`src/rtl/click_game_pkg.sv`:
```
// click_game_pkg: shared types, mode constants and width helper for the click game arena.
package click_game_pkg;

    typedef enum logic [1:0] {
        IDLE,
        RUN,
        DONE
    } state_t;

    localparam logic MODE_RACE  = 1'b0;
    localparam logic MODE_TIMED = 1'b1;

    // Width of a player index; a single player still needs one bit.
    function automatic int idx_w(input int n);
        return (n > 1) ? $clog2(n) : 1;
    endfunction

endpackage

```
`src/rtl/click_edge_det.sv`:
```
// click_edge_det: synchronises one raw button and emits a one-cycle pulse per rising edge.
//   clk   - system clock
//   reset - asynchronous active-low reset
//   din   - raw asynchronous button level
//   pulse - high for one cycle after each synchronised 0->1 transition
module click_edge_det #(
    parameter int SYNC_STAGES = 2
) (
    input  logic clk,
    input  logic reset,
    input  logic din,
    output logic pulse
);

    logic [SYNC_STAGES-1:0] sync;
    logic                   prev;

    always_ff @(posedge clk or negedge reset) begin
        if (!reset) begin
            sync <= '0;
            prev <= 1'b0;
        end else begin
            sync <= {sync[SYNC_STAGES-2:0], din};
            prev <= sync[SYNC_STAGES-1];
        end
    end

    assign pulse = sync[SYNC_STAGES-1] & ~prev;

endmodule

```
`src/rtl/click_game_arena.sv`:
```
// click_game_arena: multi-player click counting game with timed and race modes.
//   clk       - system clock, rising edge
//   reset     - asynchronous active-low reset
//   en        - global enable; low freezes timer and scoring
//   start     - level request to begin a game
//   up        - mode select sampled at game start (1 timed, 0 race)
//   click     - raw player buttons
//   score     - packed per-player scores, player i at [i*CNT_W +: CNT_W]
//   time_left - remaining window cycles
//   busy      - game running
//   done      - game finished, result valid
//   winner    - lowest-index leader
//   tie       - more than one leader
//   sat       - per-player score pinned at the upper rail
module click_game_arena
    import click_game_pkg::*;
#(
    parameter int NUM_PLAYERS = 2,
    parameter int CNT_W       = 7,
    parameter int GAME_CYCLES = 1000,
    parameter int TARGET      = 20,
    parameter int SYNC_STAGES = 2
) (
    input  logic                                 clk,
    input  logic                                 reset,
    input  logic                                 en,
    input  logic                                 start,
    input  logic                                 up,
    input  logic [NUM_PLAYERS-1:0]               click,
    output logic [NUM_PLAYERS*CNT_W-1:0]         score,
    output logic [$clog2(GAME_CYCLES+1)-1:0]     time_left,
    output logic                                 busy,
    output logic                                 done,
    output logic [idx_w(NUM_PLAYERS)-1:0]        winner,
    output logic                                 tie,
    output logic [NUM_PLAYERS-1:0]               sat
);

    localparam int TW = $clog2(GAME_CYCLES + 1);
    localparam int WW = idx_w(NUM_PLAYERS);
    localparam logic [CNT_W-1:0] MAX_SCORE = '1;

    state_t                 state, state_n;
    logic                   mode;
    logic [CNT_W-1:0]       sc   [NUM_PLAYERS];
    logic [CNT_W-1:0]       sc_n [NUM_PLAYERS];
    logic [NUM_PLAYERS-1:0] pulse;
    logic [NUM_PLAYERS-1:0] sat_n;
    logic [CNT_W-1:0]       best;
    logic [WW-1:0]          best_idx;
    logic                   tie_n;
    logic                   any_zero;
    logic                   go;
    logic                   step;
    logic                   finish;

    for (genvar g = 0; g < NUM_PLAYERS; g++) begin : g_player
        click_edge_det #(.SYNC_STAGES(SYNC_STAGES)) u_det (
            .clk  (clk),
            .reset(reset),
            .din  (click[g]),
            .pulse(pulse[g])
        );
        assign score[g*CNT_W +: CNT_W] = sc[g];
    end

    assign go   = (state == IDLE) && start && en;
    assign step = (state == RUN) && en;
    assign busy = (state == RUN);
    assign done = (state == DONE);

    // Scores one cycle ahead; edges outside an enabled RUN are dropped here.
    always_comb begin
        for (int i = 0; i < NUM_PLAYERS; i++) begin
            sc_n[i] = sc[i];
            if (step && pulse[i]) begin
                if (mode == MODE_TIMED)
                    sc_n[i] = (sc[i] == MAX_SCORE) ? sc[i] : sc[i] + 1'b1;
                else
                    sc_n[i] = (sc[i] == '0) ? sc[i] : sc[i] - 1'b1;
            end
            sat_n[i] = (mode == MODE_TIMED) && (sc_n[i] == MAX_SCORE);
        end
    end

    // Leader scan on the next scores so the edge landing on the final cycle counts.
    always_comb begin
        best     = sc_n[0];
        best_idx = '0;
        tie_n    = 1'b0;
        any_zero = 1'b0;
        for (int i = 1; i < NUM_PLAYERS; i++) begin
            if ((mode == MODE_TIMED) ? (sc_n[i] > best) : (sc_n[i] < best)) begin
                best     = sc_n[i];
                best_idx = WW'(i);
            end
        end
        for (int i = 0; i < NUM_PLAYERS; i++) begin
            if (sc_n[i] == best && WW'(i) != best_idx)
                tie_n = 1'b1;
            if (sc_n[i] == '0)
                any_zero = 1'b1;
        end
    end

    assign finish = step && ((time_left == TW'(1)) || (mode == MODE_RACE && any_zero));

    always_ff @(posedge clk or negedge reset) begin
        if (!reset)
            state <= IDLE;
        else
            state <= state_n;
    end

    always_comb begin
        state_n = state;
        case (state)
            IDLE:    state_n = go ? RUN : IDLE;
            RUN:     state_n = finish ? DONE : RUN;
            DONE:    state_n = start ? DONE : IDLE;
            default: state_n = IDLE;
        endcase
    end

    always_ff @(posedge clk or negedge reset) begin
        if (!reset) begin
            mode      <= MODE_RACE;
            time_left <= '0;
            winner    <= '0;
            tie       <= 1'b0;
            sat       <= '0;
            for (int i = 0; i < NUM_PLAYERS; i++)
                sc[i] <= '0;
        end else if (go) begin
            mode      <= up;
            time_left <= TW'(GAME_CYCLES);
            winner    <= '0;
            tie       <= 1'b0;
            sat       <= '0;
            for (int i = 0; i < NUM_PLAYERS; i++)
                sc[i] <= up ? '0 : CNT_W'(TARGET);
        end else if (step) begin
            time_left <= time_left - 1'b1;
            sat       <= sat_n;
            sc        <= sc_n;
            if (finish) begin
                winner <= best_idx;
                tie    <= tie_n;
            end
        end
    end

endmodule

```
`config.mk`:
```
export PLATFORM = sky130hd
export DESIGN_NAME = click_game_arena
export DESIGN_NICKNAME = d
export VERILOG_FILES = /design/src/rtl/click_game_pkg.sv /design/src/rtl/click_edge_det.sv /design/src/rtl/click_game_arena.sv
export SDC_FILE = /design/constraint.sdc
export NUM_CORES = 1
export LEC_CHECK = 0
export CAP_MARGIN = 20
export CORE_ASPECT_RATIO = 0.75
export CORE_MARGIN = 2
export CORE_UTILIZATION = 45
export CTS_CLUSTER_SIZE = 40
export DETAILED_ROUTE_END_ITERATION = 16
export GPL_TIMING_DRIVEN = 1
export PLACE_DENSITY_LB_ADDON = 0.08
export SLEW_MARGIN = 5
export SYNTH_ARGS = -nofsm -noshare
export SYNTH_HDL_FRONTEND = slang
export SYNTH_SLANG_ARGS = --single-unit
```
`constraint.sdc`:
```
create_clock -name clk -period 3.6 [get_ports clk]
set_clock_uncertainty 0.05 [all_clocks]
set_input_delay 0.72 -clock clk [delete_from_list [all_inputs] [get_ports clk]]
set_output_delay 0.72 -clock clk [all_outputs]
set_load 0.01 [all_outputs]
```
==> flow_summary.yaml <==
run_status:
  status: "complete, no violations"
yosys:
  syn_area_um2: 2740
  synth_edf_count: 0
  synth-seq-cells: 37
  ys_seq_area_share_pct: 33.7
  ys_types: 62
  ys_warn_count: 0
  synthTopCellsByArea: "dfrtp_1, ha_1, nand2_1"
  synth_top_area_cell: "dfrtp_1"
  synth_cells: 320
  synth-async-reset-ratio_pct: 100
  synth.avg_cell_area_um2: 8.57
  synthFlopType: "dfrtp_1"
  synth_common_cells: "dfrtp_1, nand2_1, nor2_1, a21oi_1, o21ai_0"
  synth_top_area_share_pct: 33.7
  syn_nets: 341
detailed_routing:
  dr.pass1.iters: 5
  detail_route.iter0.violations: 259
  dr_total_vias: 2816
  antenna_left: 0
  routed_wl_mm: 7.99
  routed_via_density: 6.00
  post_drt_wl_per_cell_um: 17.0
  drc: 0
cells_and_area:
  fin_area_um2: 3590
  drive_gt1_share_pct: 18.4
  syn2layout_area_growth_pct: 30.9
  fillers: 531
  final_nets: 411
  finalNonFillerCells: 469
  diodes: 0
global_route:
  grt_antenna_before_repair: 0
  grt_max_degree: 38
  grt_pass1_wl_mm: 13.4
  grt.total_usage_pct: 25.3
  grt_pass1_vias: 2560
  gr-total-overflow: 0
critical_path:
  cp.required_ps: 3770
  startpoint_type: "register"
  r2r.worst_path.cells: 16
  worstPathMaxFanout: 3
  cp_data_arrival_time_ps: 3620
  end_kind: "register"
  crit_type: "reg -> reg"
timing:
  hold_viol_final: 0
  rsz0062_at_grt: "false"
  fin_setup_tns_ps: 0
  fin_crit_sh_pct: 95.7
  setup_violations: 0
  tightest_slew_ps: 840
  maxSlewViolCount: 0
  max_freq_mhz: 290
  min_period_ps: 3450
  slew_headroom_pct: 44.0
floorplan:
  pin_count: 37
  num_rows: 24
  die_w_um: 94.2
  initial_core_util_pct: 46.9
  fp.coreArea_um2: 5860
  die_h_um: 71.6
  fp.dieArea_um2: 6740
placed_design:
  dpl.hpwl_mm: 6.01
  place_area_um2: 3460
  numPortBuffers: 36
  place.gp.congestion: 0.933
  dp.cells: 461
power_and_ir_drop:
  powerDensity_nw_per_um2: 876
  seq_power_share_pct: 23.8
  p_comb_share_pct: 64.5
  p_sw_mw: 1.42
  ir_worst_vdd_mv: 0.443
  leakagePower_nw: 1.56
  internal_power_mw: 1.72
  p_clk_share_pct: 11.7
  swShare_pct: 45.3
cts:
  post_cts_buffers: 0
  clockRootBuffer: "clkbuf_8"
  htreeDepth: 2
  numCtsBuffers: 5
  clock_latency_ps: 290
  cts_tree: "built"
  cts_sinks: 37
  cts_buffer_depth: 2
  cts.clk_slew.worst_paths_ps: 80
run:
  drv_cap: 0
min_path:
  worstHoldPathType: "reg -> reg"
  hold_depth: 0
==> area by class of cell <==
type	instances	area (um2)	share of cell area, %
Inverter	13	48.8	1.36
Sequential cell	37	926	25.8
Clock buffer	6	72.6	2.02
Tap cell	78	97.6	2.72
Multi-Input combinational cell	252	1720	47.8
Clock inverter	2	38.8	1.08
Timing Repair Buffer	81	693	19.3
==> power by group through the flow <==
| stage | registers (mW) | logic, mW | clock network, mW |
|---|---|---|---|
| global route | 0.773 | 2.23 | 0.395 |
| floorplan | 0.693 | 1.18 | 0 |
| CTS | 0.740 | 1.95 | 0.372 |
| finish | 0.749 | 2.03 | 0.367 |
| global placement | 0.747 | 1.93 | 0 |
| detailed placement | 0.744 | 1.93 | 0 |
==> stage by stage <==
| stage | worst slack, ps | total power, mW | hold WS [ps] | util [%] |
|---|---|---|---|---|
| 6_report | 154 | 3.15 | 303 | 61.3 |
| 5_1_grt | 1.32 | 3.39 | 312 | 61.3 |
| 4_1_cts | 83.4 | 3.06 | 303 | 60.9 |
| 3_5_place_dp | -174 | 2.67 | 286 | 59.0 |
| 3_3_place_gp | -113 | 2.67 | 284 | 59.0 |
| 2_1_floorplan | 243 | 1.87 | 281 | - |
==> layer usage <==
metal / vias up / routed length [um] / GRT usage (%)
met1: 1352 / 3870 / 42.1
met2: 122 / 3370 / 34.8
met5: - / 0 / 0
met4: 0 / 82 / 4.03
li1: 1329 / - / -
met3: 13 / 669 / 3.89
==> worst max-delay path: stages, from the launching register on <==
cell	delay [ps]
dfrtp_1	360
inv_2	60
ha_1	320
or3b_2	480
a211o_1	280
a21oi_1	160
nor3_1	80
buf_4	140
ha_1	290
nor2b_1	130
o21ai_1	170
a21oi_2	110
nor2_2	110
a21oi_1	80
o21a_1	170
o32a_1	280
mux2i_1	120
==> final timing paths <==
| check | start | end | slack, ps |
|---|---|---|---|
| min | g_player[0].u_det.sync[0] | g_player[0].u_det.sync[1] | 300 |
| max | score[0] | winner | 150 |
| min reg2reg | g_player[0].u_det.sync[0] | g_player[0].u_det.sync[1] | 300 |
| max reg2reg | score[0] | winner | 150 |
| min in group asynchronous | reset | time_left[5] | 470 |
| max in group asynchronous | reset | mode | 2490 |
==> layout by cell type (no fill, tap or decap), types with 3 or more instances in the layout <==
cell | netlist | final
a21o_1 | 7 | 7
a21oi_1 | 19 | 18
a22o_1 | 4 | 4
a31oi_1 | 4 | 4
and3_1 | 4 | 4
and4_1 | 5 | 5
buf_4 | 0 | 45
clkbuf_8 | 0 | 5
clkdlybuf4s50_1 | 0 | 35
dfrtp_1 | 37 | 37
ha_1 | 14 | 14
inv_1 | 13 | 11
nand2_1 | 37 | 36
nand2b_1 | 4 | 4
nand3_1 | 14 | 14
nand4_1 | 7 | 7
nand4b_1 | 3 | 3
nor2_1 | 20 | 19
nor2b_1 | 6 | 6
nor3_1 | 10 | 10
nor4_1 | 4 | 4
nor4b_1 | 3 | 3
o21ai_0 | 18 | 16
o22a_1 | 3 | 3
or3_1 | 5 | 5
or4_1 | 3 | 3
xnor2_1 | 8 | 8
xor2_1 | 5 | 5
==> cell families (layout without fill, tap and decap cells) <==
family          after synthesis  count (layout)  share of synthesized area, %
simple gates                138             138                          28.1
flops                        37              37                          33.7
xor+xnor                     13              13                          4.15
buf+inv                      31             102                          4.65
compound gates               85              85                          22.3
mux                           2               2                         0.730
fa+ha+maj                    14              14                          6.38
==> registers in the layout, indices dropped and copies added (netlist names) <==
name and flops:
score 14, time_left 10, g_player.u_det.sync 4, g_player.u_det.prev 2, sat 2, state 2, mode 1, tie 1
winner 1
==> repair_timing <==
item                                    4_1_cts  5_1_grt
endpoints found under the setup margin        0        1
hold buffers                                  0        0
resized for setup                             0       11
hold endpoints to repair                      0        0
No activity file was read; power rests on OpenSTA's default activity.
